**src/rtl/wave_gen_pkg.sv**
```systemverilog
// Shared codes for the DAC waveform source: waveform selects, FSM encoding,
// DAC mid-scale and the amplitude scaler.
package wave_gen_pkg;

  localparam logic [1:0] WAVE_SINE = 2'd0;
  localparam logic [1:0] WAVE_TRI  = 2'd1;
  localparam logic [1:0] WAVE_SAW  = 2'd2;
  localparam logic [1:0] WAVE_SQR  = 2'd3;

  localparam logic [7:0] DAC_MID = 8'h80;

  typedef enum logic [1:0] {
    ST_IDLE  = 2'd0,
    ST_CALC1 = 2'd1,
    ST_CALC2 = 2'd2,
    ST_READY = 2'd3
  } state_t;

  // Scales around mid-scale; floor shift keeps the result in 0..254.
  function automatic logic [7:0] scale_sample(input logic [7:0] raw, input logic [7:0] amp);
    logic signed [8:0]  s;
    logic signed [17:0] prod;
    logic signed [17:0] shifted;
    s       = $signed({1'b0, raw}) - 9'sd128;
    prod    = $signed({{9{s[8]}}, s}) * $signed({10'd0, amp});
    shifted = prod >>> 8;
    return shifted[7:0] + DAC_MID;
  endfunction

endpackage

```
**src/rtl/sine_quarter_rom.sv**
```systemverilog
// Quarter-wave sine table, T[k] = round(127*sin(pi/2*(k+0.5)/64)), with a
// registered output so the value lines up with the end of CALC1.
module sine_quarter_rom (
  input  logic       clk_12m,
  input  logic       rst_n,
  input  logic [5:0] addr,
  output logic [6:0] data
);

  logic [6:0] lookup;

  always_comb begin
    lookup = 7'd0;
    case (addr)
      6'd0:  lookup = 7'd2;   6'd1:  lookup = 7'd5;   6'd2:  lookup = 7'd8;   6'd3:  lookup = 7'd11;
      6'd4:  lookup = 7'd14;  6'd5:  lookup = 7'd17;  6'd6:  lookup = 7'd20;  6'd7:  lookup = 7'd23;
      6'd8:  lookup = 7'd26;  6'd9:  lookup = 7'd29;  6'd10: lookup = 7'd32;  6'd11: lookup = 7'd35;
      6'd12: lookup = 7'd38;  6'd13: lookup = 7'd41;  6'd14: lookup = 7'd44;  6'd15: lookup = 7'd47;
      6'd16: lookup = 7'd50;  6'd17: lookup = 7'd53;  6'd18: lookup = 7'd56;  6'd19: lookup = 7'd58;
      6'd20: lookup = 7'd61;  6'd21: lookup = 7'd64;  6'd22: lookup = 7'd67;  6'd23: lookup = 7'd69;
      6'd24: lookup = 7'd72;  6'd25: lookup = 7'd74;  6'd26: lookup = 7'd77;  6'd27: lookup = 7'd79;
      6'd28: lookup = 7'd82;  6'd29: lookup = 7'd84;  6'd30: lookup = 7'd86;  6'd31: lookup = 7'd89;
      6'd32: lookup = 7'd91;  6'd33: lookup = 7'd93;  6'd34: lookup = 7'd95;  6'd35: lookup = 7'd97;
      6'd36: lookup = 7'd99;  6'd37: lookup = 7'd101; 6'd38: lookup = 7'd103; 6'd39: lookup = 7'd105;
      6'd40: lookup = 7'd106; 6'd41: lookup = 7'd108; 6'd42: lookup = 7'd110; 6'd43: lookup = 7'd111;
      6'd44: lookup = 7'd113; 6'd45: lookup = 7'd114; 6'd46: lookup = 7'd115; 6'd47: lookup = 7'd117;
      6'd48: lookup = 7'd118; 6'd49: lookup = 7'd119; 6'd50: lookup = 7'd120; 6'd51: lookup = 7'd121;
      6'd52: lookup = 7'd122; 6'd53: lookup = 7'd123; 6'd54: lookup = 7'd124; 6'd55: lookup = 7'd124;
      6'd56: lookup = 7'd125; 6'd57: lookup = 7'd125; 6'd58: lookup = 7'd126; 6'd59: lookup = 7'd126;
      6'd60: lookup = 7'd127; 6'd61: lookup = 7'd127; 6'd62: lookup = 7'd127; 6'd63: lookup = 7'd127;
      default: lookup = 7'd0;
    endcase
  end

  always_ff @(posedge clk_12m or negedge rst_n) begin
    if (!rst_n) data <= 7'd0;
    else        data <= lookup;
  end

endmodule

```
**src/rtl/dac_wave_source.sv**
```systemverilog
// DAC sample generator: phase accumulator + waveform shaper + amplitude scaler,
// stepping to the next sample on each synchronized I2C data-byte ACK.
module dac_wave_source
  import wave_gen_pkg::*;
#(
  parameter int PHASE_W = 16
) (
  input  logic               clk_12m,
  input  logic               rst_n,
  input  logic               sample_ack,
  input  logic               enable,
  input  logic [1:0]         wave_sel,
  input  logic [PHASE_W-1:0] freq_word,
  input  logic [7:0]         amplitude,
  output logic [7:0]         sample_data,
  output logic               sample_valid,
  output logic               underrun,
  output logic [15:0]        sample_count,
  output logic [1:0]         state_dbg
);

  // Handshake: sample_valid is high only in READY and sample_data is stable
  // while it is high; a rising sample_ack edge consumes the sample, and valid
  // drops the clock after the synchronized pulse reaches the FSM.

  logic [1:0]         sync_q;
  logic               ack_d;
  logic               ack_pulse;
  state_t             state, state_next;
  logic [PHASE_W-1:0] phase;
  logic [1:0]         wave_q;
  logic [7:0]         amp_q;
  logic [7:0]         p_q;
  logic [5:0]         rom_addr;
  logic [6:0]         rom_data;
  logic [7:0]         raw;

  always_ff @(posedge clk_12m or negedge rst_n) begin
    if (!rst_n) begin
      sync_q    <= 2'b00;
      ack_d     <= 1'b0;
      ack_pulse <= 1'b0;
    end else begin
      sync_q    <= {sync_q[0], sample_ack};
      ack_d     <= sync_q[1];
      ack_pulse <= sync_q[1] & ~ack_d;
    end
  end

  always_ff @(posedge clk_12m or negedge rst_n) begin
    if (!rst_n) state <= ST_IDLE;
    else        state <= state_next;
  end

  always_comb begin
    state_next = state;
    if (!enable) begin
      state_next = ST_IDLE;
    end else begin
      case (state)
        ST_IDLE:  state_next = ST_CALC1;
        ST_CALC1: state_next = ST_CALC2;
        ST_CALC2: state_next = ST_READY;
        ST_READY: if (ack_pulse) state_next = ST_CALC1;
        default:  state_next = ST_IDLE;
      endcase
    end
  end

  // Odd quadrants read the quarter table backwards.
  assign rom_addr = phase[PHASE_W-3 -: 6] ^ {6{phase[PHASE_W-2]}};

  sine_quarter_rom u_rom (
    .clk_12m (clk_12m),
    .rst_n   (rst_n),
    .addr    (rom_addr),
    .data    (rom_data)
  );

  always_comb begin
    raw = p_q;
    case (wave_q)
      WAVE_SINE: raw = p_q[7] ? (8'd127 - {1'b0, rom_data}) : (8'd128 + {1'b0, rom_data});
      WAVE_TRI:  raw = p_q[7] ? (8'd255 - {p_q[6:0], 1'b0}) : {p_q[6:0], 1'b0};
      WAVE_SAW:  raw = p_q;
      default:   raw = p_q[7] ? 8'h00 : 8'hFF;
    endcase
  end

  always_ff @(posedge clk_12m or negedge rst_n) begin
    if (!rst_n) begin
      phase        <= '0;
      wave_q       <= WAVE_SINE;
      amp_q        <= 8'd0;
      p_q          <= 8'd0;
      sample_data  <= DAC_MID;
      sample_count <= 16'd0;
      underrun     <= 1'b0;
    end else if (!enable) begin
      sample_data <= DAC_MID;
      underrun    <= 1'b0;
    end else begin
      if (ack_pulse && state != ST_READY) underrun <= 1'b1;
      case (state)
        ST_IDLE: begin
          phase        <= '0;
          sample_count <= 16'd0;
        end
        ST_CALC1: begin
          wave_q <= wave_sel;
          amp_q  <= amplitude;
          p_q    <= phase[PHASE_W-1 -: 8];
        end
        ST_CALC2: begin
          sample_data  <= scale_sample(raw, amp_q);
          sample_count <= sample_count + 16'd1;
        end
        ST_READY: begin
          if (ack_pulse) phase <= phase + freq_word;
        end
        default: ;
      endcase
    end
  end

  assign sample_valid = (state == ST_READY);
  assign state_dbg    = state;

endmodule

```
**config.mk**
```make
export PLATFORM = sky130hd
export DESIGN_NAME = dac_wave_source
export DESIGN_NICKNAME = d
export VERILOG_FILES = /design/src/rtl/wave_gen_pkg.sv /design/src/rtl/sine_quarter_rom.sv /design/src/rtl/dac_wave_source.sv
export SDC_FILE = /design/constraint.sdc
export NUM_CORES = 1
export LEC_CHECK = 0
export ABC_AREA = 1
export CAP_MARGIN = 15
export CORE_MARGIN = 2
export CORE_UTILIZATION = 29
export CTS_BUF_LIST = sky130_fd_sc_hd__clkbuf_2
export DETAILED_ROUTE_END_ITERATION = 10
export PLACE_DENSITY = 0.54
export SYNTH_ARGS = -nofsm -noshare
export SYNTH_HDL_FRONTEND = slang
export SYNTH_SLANG_ARGS = --single-unit
export TNS_END_PERCENT = 1
```
**constraint.sdc**
```tcl
create_clock -name clk_12m -period 5.7 [get_ports clk_12m]
set_input_delay 0.855 -clock clk_12m [delete_from_list [all_inputs] [get_ports clk_12m]]
set_output_delay 0.855 -clock clk_12m [all_outputs]
set_load 0.01 [all_outputs]
```
==> results by group, run 1 <==
Outcome
  – Status: finished, final reports clean

Detailed routing
  – WL per Instance: 12.98 microns
  – DRT Pass-1 Iters: 5
  – Detail Route Antenna Nets: 0
  – Via density: 4.654
  – DRC errors left: 0
  – 1st-iter DRT viols: 208
  – Final wirelength: 15.81 mm
  – Routed via count: 5669

Logic synthesis
  – FF+latch count, synth: 72
  – Fraction of registers with async set or reset after synthesis: 100.0%
  – Post-synth EDFFs: 0
  – Synth area leader: dfrtp_1
  – Synth warn: 0
  – Unique masters post-synth: 44
  – Cell area after synthesis: 0.006700 sq mm
  – Syn Area/Cell: 7.701 sq um
  – Post-Synthesis Cells: 870
  – Top cell type's share of synthesized area: 26.52%
  – Mapped Nets: 1009
  – Top-count cell post-synth: nand2_1
  – Register area share after synthesis: 26.91%
  – Most used DFF post-synth: dfrtp_1
  – Top cells by area in the synthesized netlist: dfrtp_1 27%, fa_1 16%, ha_1 11%
  – Most frequent cells after synthesis: 177 x nand2_1, 142 x inv_1, 97 x nor2_1, 71 x dfrtp_1, 70 x o21ai_0

Layout
  – Register area: 0.001807 sq mm
  – Share of cells above drive strength 1: 5.145%
  – Area Growth Syn to Fin: 15.52%
  – # fillers: 2413
  – Multi-input gate area: 0.004279 sq mm
  – Nets: 1067
  – ANT cells: 0

Clocking
  – CTS clock-pin slew for the worst setup and hold paths: 0.23 ns
  – Clock Sink Count: 72
  – Hold_buf cts: 0
  – CTS tree: yes
  – CTS H-Tree Depth: 3
  – Worst skew pair latency: 0.57 ns
  – Clock Path Buffers: 2
  – Root Buffer: clkbuf_2
  – Num CTS Buffers: 9

Critical path
  – Crit Path Max Fanout: 16
  – WP data required: 6.16 ns
  – CP Capture Type: flip-flop
  – Reg2reg path depth: 19
  – Setup slack, reg-to-reg: 0.48 ns
  – RR Endpoint: sample_data[6]$_DFFE_PN0P_
  – WS Path Type: reg2reg
  – Critical path arrival: 5.68 ns
  – Crit path launch type: flip-flop
  – Reg-to-reg startpoint: wave_q[1]$_DFFE_PN0P_

Timing
  – Fin crit share: 91.55%
  – Fmax: 191.6 MHz
  – Tmin final: 5.218 ns
  – Unrepaired setup endpoints after global routing: false
  – Max-slew violation count: 0
  – Worst slew pin tran: 0.9862 ns
  – Relative slew margins: 33.78%
  – Final Hold Fails: 0
  – Setup Skew: 0.04571 ns
  – Total negative slack: 0 ns
  – # setup viols final: 0

Placed design
  – Count of input and output buffers: 57
  – RD Place Congestion: 0.8409
  – Dpl hpwl: 12.45 mm

Floorplanning
  – Starting Density: 29.59%
  – Ports: 58
  – Die Wd: 156 microns
  – Die height: 156 microns
  – # rows: 55
  – Core Area: 0.02264 sq mm
  – Die area: 0.02434 sq mm

Global routing
  – Largest net degree at the start of global routing: 73
  – Total gr overflow: 0
  – Number of global-route vias before repair: 5662
  – First-pass GRT wire length: 27.67 mm
  – All-Layer GR Usage: 14.05%
  – Initial antenna violation count: 1

Min path
  – Worst min-delay path class: in2async

Job
  – Max Cap Viol: 0
[sequential cells by signal, summed over array words and instances (netlist names)]
register      flops
sync_q            2
p_q               8
u_rom.data        7
underrun          1
ack_d             1
phase            16
amp_q             8
ack_pulse         1
wave_q            2
sample_count     16
state_dbg         2
sample_data       8
[worst max-delay path, stage by stage, from the launching register on]
cell,delay [ns]
dfrtp_2,0.55
nor3_1,0.24
a21oi_1,0.08
xor2_1,0.17
inv_1,0.19
nand2_1,0.23
fa_1,0.63
inv_1,0.12
fa_1,0.50
fa_1,0.54
inv_1,0.05
fa_1,0.52
inv_1,0.04
ha_1,0.34
a21oi_1,0.26
o21bai_1,0.10
a221oi_1,0.32
nand3_1,0.11
nand3_1,0.10
nand2_1,0.05
[per-layer routing]
layer / track usage [%] / wire [microns]
met5: 0 / 0
met4: 3.626 / 161
met3: 2.583 / 584
met2: 22.80 / 7314
met1: 19.33 / 7752
[kinds of logic (layout without fill, tap and decap cells)]
kind of cell	Yosys count	count (layout)	share of synthesized area, %
mux	1	1	0.1681
compound gates	160	160	13.35
xor+xnor	18	18	2.353
simple gates	347	347	21.81
buf+inv	163	226	9.225
fa+ha+maj	109	109	26.18
flops	72	72	26.91
[placed cells by master, fill, tap and decap left out, types with 4 or more instances in the layout]
master           Yosys  routed
clkdlybuf4s50_1      0      56
clkbuf_2             0      11
o21bai_1             4       4
nor2_2               4       4
xnor2_1             12      12
o22ai_1              4       4
inv_2                4       4
ha_1                57      57
nor3_1              10      10
a21oi_1             56      56
fa_1                52      52
buf_4                0       6
nand2_1            177     177
or2_2                4       4
nand3_1             41      41
xor2_1               6       6
dfrtp_1             71      68
o21ai_0             70      70
nor2_1              97      97
nand4_1              4       4
inv_1              142     142
[how the worst max path moves through the flow]
| stage | cells past startpoint | to | slack (ns) | startpoint |
|---|---|---|---|---|
| 2_1_floorplan | 19 | sample_data[6]$_DFFE_PN0P_ | 0.87 | wave_q[1]$_DFFE_PN0P_ |
| 3_3_place_gp | 20 | sample_data[6]$_DFFE_PN0P_ | 0.49 | wave_q[0]$_DFFE_PN0P_ |
| 3_5_place_dp | 20 | sample_data[6]$_DFFE_PN0P_ | 0.31 | wave_q[0]$_DFFE_PN0P_ |
| 4_1_cts | 20 | sample_data[6]$_DFFE_PN0P_ | 0.24 | wave_q[0]$_DFFE_PN0P_ |
| 5_1_grt | 19 | sample_data[6]$_DFFE_PN0P_ | 0.08 | wave_q[1]$_DFFE_PN0P_ |
| 6_report | 19 | sample_data[6]$_DFFE_PN0P_ | 0.48 | wave_q[1]$_DFFE_PN0P_ |
[timing repair]
item	in CTS	in global routing
hold endpoints to repair	0	0
gates resized for setup	0	3
setup endpoints to repair	0	5
setup buffers	0	1
[area by class of cell]
class / count / area share, %
Clock buffer: 11 / 0.7113
Sequential cell: 72 / 23.34
Inverter: 148 / 7.178
Clock inverter: 5 / 1.051
Multi-Input combinational cell: 635 / 55.29
Timing Repair Buffer: 62 / 7.824
Tap cell: 285 / 4.607
[metrics by stage]
step                worst slack (ns)  std cells  instance area [sq um]  hold WS [ns]  util, %
detailed placement            0.3130       1201                   7592        0.3381    33.53
global placement              0.4874       1201                   7592        0.3340    33.53
floorplan                     0.8680        870                   6700        0.3312        -
global route                 0.08138       1218                   7740        0.3959    34.19
finish                        0.4816       1218                   7740        0.3820    34.19
CTS                           0.2413       1217                   7729        0.3594    34.14
Power of run 1 is left out: the tool's default activity adds up to more than one toggle a clock period on the data nets, which glitch-free logic cannot reach.
==> run 2, diff against run 1 <==
- CAP_MARGIN: 15 -> 5
==> results of run 2 <==
The final DEF is identical to that of run 1; final timing and power are the same.
Power of run 2 is left out for the same reason.
==> run 3, diff against run 2 <==
- CORE_MARGIN: 2 -> unset
==> run 3 against run 2 <==
Clock-buffer cell count fell by 2. Utilization is 0.13 points lower. Critical path depth stayed put. Maximum frequency decreased by 0.62%. Flip-flop and latch count unchanged. Wire length is 2.0% lower. Worst hold slack got worse by 0.22 ns. Non-clock buffer count stayed put. Worst setup slack worse by 0.033 ns. Final area decreased by 0.37%. Via count shrank 0.67%.
==> results by group, run 3 (synthesized netlist as in run 1, its figures left out) <==
Clocking
  – Num CTS Buffers: 9 (unchanged)
  – Clock Path Buffers: 2 (unchanged)
  – Postcts setup bufs: 0 (unchanged)
  – CTS clock-pin slew for the worst setup and hold paths: 0.21 ns (-0.02 ns)
  – Cells resized by post-CTS repair: 0 (unchanged)
  – Hold_buf cts: 0 (unchanged)
  – CTS H-Tree Depth: 3 (unchanged)
  – Root Buffer: clkbuf_2
  – Clock Sink Count: 72 (unchanged)
  – Worst skew pair latency: 0.57 ns (about the same)
  – CTS tree: yes

Detailed routing
  – Final wirelength: 15.50 mm (-2.0%)
  – Routed via count: 5631 (-0.67%)
  – Detail Route Antenna Nets: 0 (unchanged)
  – DRT Pass-1 Iters: 5 (unchanged)
  – 1st-iter DRT viols: 289 (+39%)
  – DRC errors left: 0 (unchanged)
  – WL per Instance: 12.73 microns (-2.0%)
  – Via density: 4.623 (-0.67%)

Layout
  – Commonest non-fill, non-tap cells in the layout: 177 x nand2_1, 142 x inv_1, 97 x nor2_1, 70 x o21ai_0, 69 x dfrtp_1
  – Most common cell after layout, fill and taps aside: nand2_1
  – Area Growth Syn to Fin: 15.09%
  – Post-route cell area: 0.007711 sq mm (-0.37%)
  – # fillers: 2392 (-0.87%)
  – Nets: 1067 (unchanged)
  – Share of cells above drive strength 1: 4.936% (-0.21 points)
  – Regs by FF count: phase (16), sample_count (16)
  – Register area: 0.001805 sq mm (about the same)
  – Multi-input gate area: 0.004279 sq mm (unchanged)

Critical path
  – CP Capture Type: flip-flop
  – Crit Path Max Fanout: 16 (unchanged)
  – Critical path arrival: 5.73 ns (+0.05 ns)
  – Crit path launch type: flip-flop
  – Reg2reg path depth: 19 (unchanged)
  – WS Path Type: reg2reg
  – WP data required: 6.18 ns (+0.02 ns)

Timing
  – Fmax: 190.4 MHz (-0.62%)
  – Tmin final: 5.251 ns (+0.03258 ns)
  – Final Hold Fails: 0 (unchanged)
  – Fin crit share: 92.12% (+0.57 points)
  – Setup Skew: 0.03136 ns (-0.01435 ns)
  – Relative slew margins: 30.19% (-3.6 points)
  – Max-slew violation count: 0 (unchanged)
  – Total negative slack: 0 ns (unchanged)
  – Worst slew pin tran: 1.040 ns (+0.05351 ns)
  – Unrepaired setup endpoints after global routing: false
  – # setup viols final: 0 (unchanged)

Placed design
  – Dpl hpwl: 12.37 mm (-0.60%)
  – RD Place Congestion: 0.8309 (-1.2%)
  – Count of input and output buffers: 57 (unchanged)
  – Post-DP Area: 0.007600 sq mm (about the same)

Global routing
  – Total gr overflow: 0 (unchanged)
  – Initial antenna violation count: 1 (unchanged)
  – First-pass GRT wire length: 27.23 mm (-1.6%)
  – Number of global-route vias before repair: 5591 (-1.3%)
  – All-Layer GR Usage: 14.38% (+0.34 points)
  – Largest net degree at the start of global routing: 52 (-29%)

Floorplanning
  – Die area: 0.02372 sq mm (-2.5%)
  – Ports: 58 (unchanged)
  – Starting Density: 29.59% (unchanged)
  – Core Area: 0.02264 sq mm (unchanged)
  – # rows: 55 (unchanged)
  – Die Wd: 154 microns (-1.3%)
  – Die height: 154 microns (-1.3%)

Job
  – Max Cap Viol: 0 (unchanged)

Min path
  – Worst min-delay path class: in2async

Outcome
  – Status: finished, final reports clean
## run 3: critical path: stages (launching register included)
cell	delay [ns]
dfrtp_1	0.61
nor3_1	0.24
a21oi_1	0.07
xor2_1	0.18
inv_1	0.19
nand2_1	0.23
fa_1	0.61
inv_1	0.11
fa_1	0.49
fa_1	0.54
inv_1	0.05
fa_1	0.53
inv_1	0.04
ha_1	0.34
a21oi_1	0.24
o21bai_1	0.09
a221oi_1	0.32
nand3_1	0.12
nand3_1	0.10
nand2_1	0.05
## run 3: final timing paths
path,from,endpoint,slack (ns)
worst min register to register,sync_q[0]$_DFF_PN0_,sync_q[1]$_DFF_PN0_,0.38
worst max register to register,wave_q[1]$_DFFE_PN0P_,sample_data[6]$_DFFE_PN0P_,0.45
max in group asynchronous,rst_n,amp_q[4]$_DFFE_PN0P_,4.55
worst max-delay path,wave_q[1]$_DFFE_PN0P_,sample_data[6]$_DFFE_PN0P_,0.45
worst min-delay path,rst_n,amp_q[1]$_DFFE_PN0P_,0.16
min in group clk_12m,sync_q[0]$_DFF_PN0_,sync_q[1]$_DFF_PN0_,0.38
## run 3: final cells by class
type	count	area share, %
Clock inverter	6	0.7951
Tap cell	285	4.624
Clock buffer	9	0.5841
Timing Repair Buffer	62	7.853
Sequential cell	72	23.41
Multi-Input combinational cell	635	55.49
Inverter	148	7.204
Antenna cell	1	0.03245
## run 3: per-layer routing
layer	share of wire [%]	global-route usage, %	vias to the layer above
met2	46	23.31	90
met1	49	19.43	2626
met3	4.1	3.241	5
li1	-	-	2910
met5	0	0	-
met4	0.69	3.286	0
## run 3: through the flow
| step | worst slack (ns) | hold WS (ns) | util, % | std cells |
|---|---|---|---|---|
| 6_report | 0.4491 | 0.1577 | 34.06 | 1218 |
| 3_5_place_dp | 0.3395 | 0.3365 | 33.57 | 1202 |
| 5_1_grt | 0.1377 | 0.07589 | 34.06 | 1218 |
| 3_3_place_gp | 0.4371 | 0.3340 | 33.57 | 1202 |
| 4_1_cts | 0.3233 | 0.1022 | 34.04 | 1217 |
| 2_1_floorplan | 0.8680 | 0.3312 | - | 870 |
Power of run 3 is left out for the same reason.
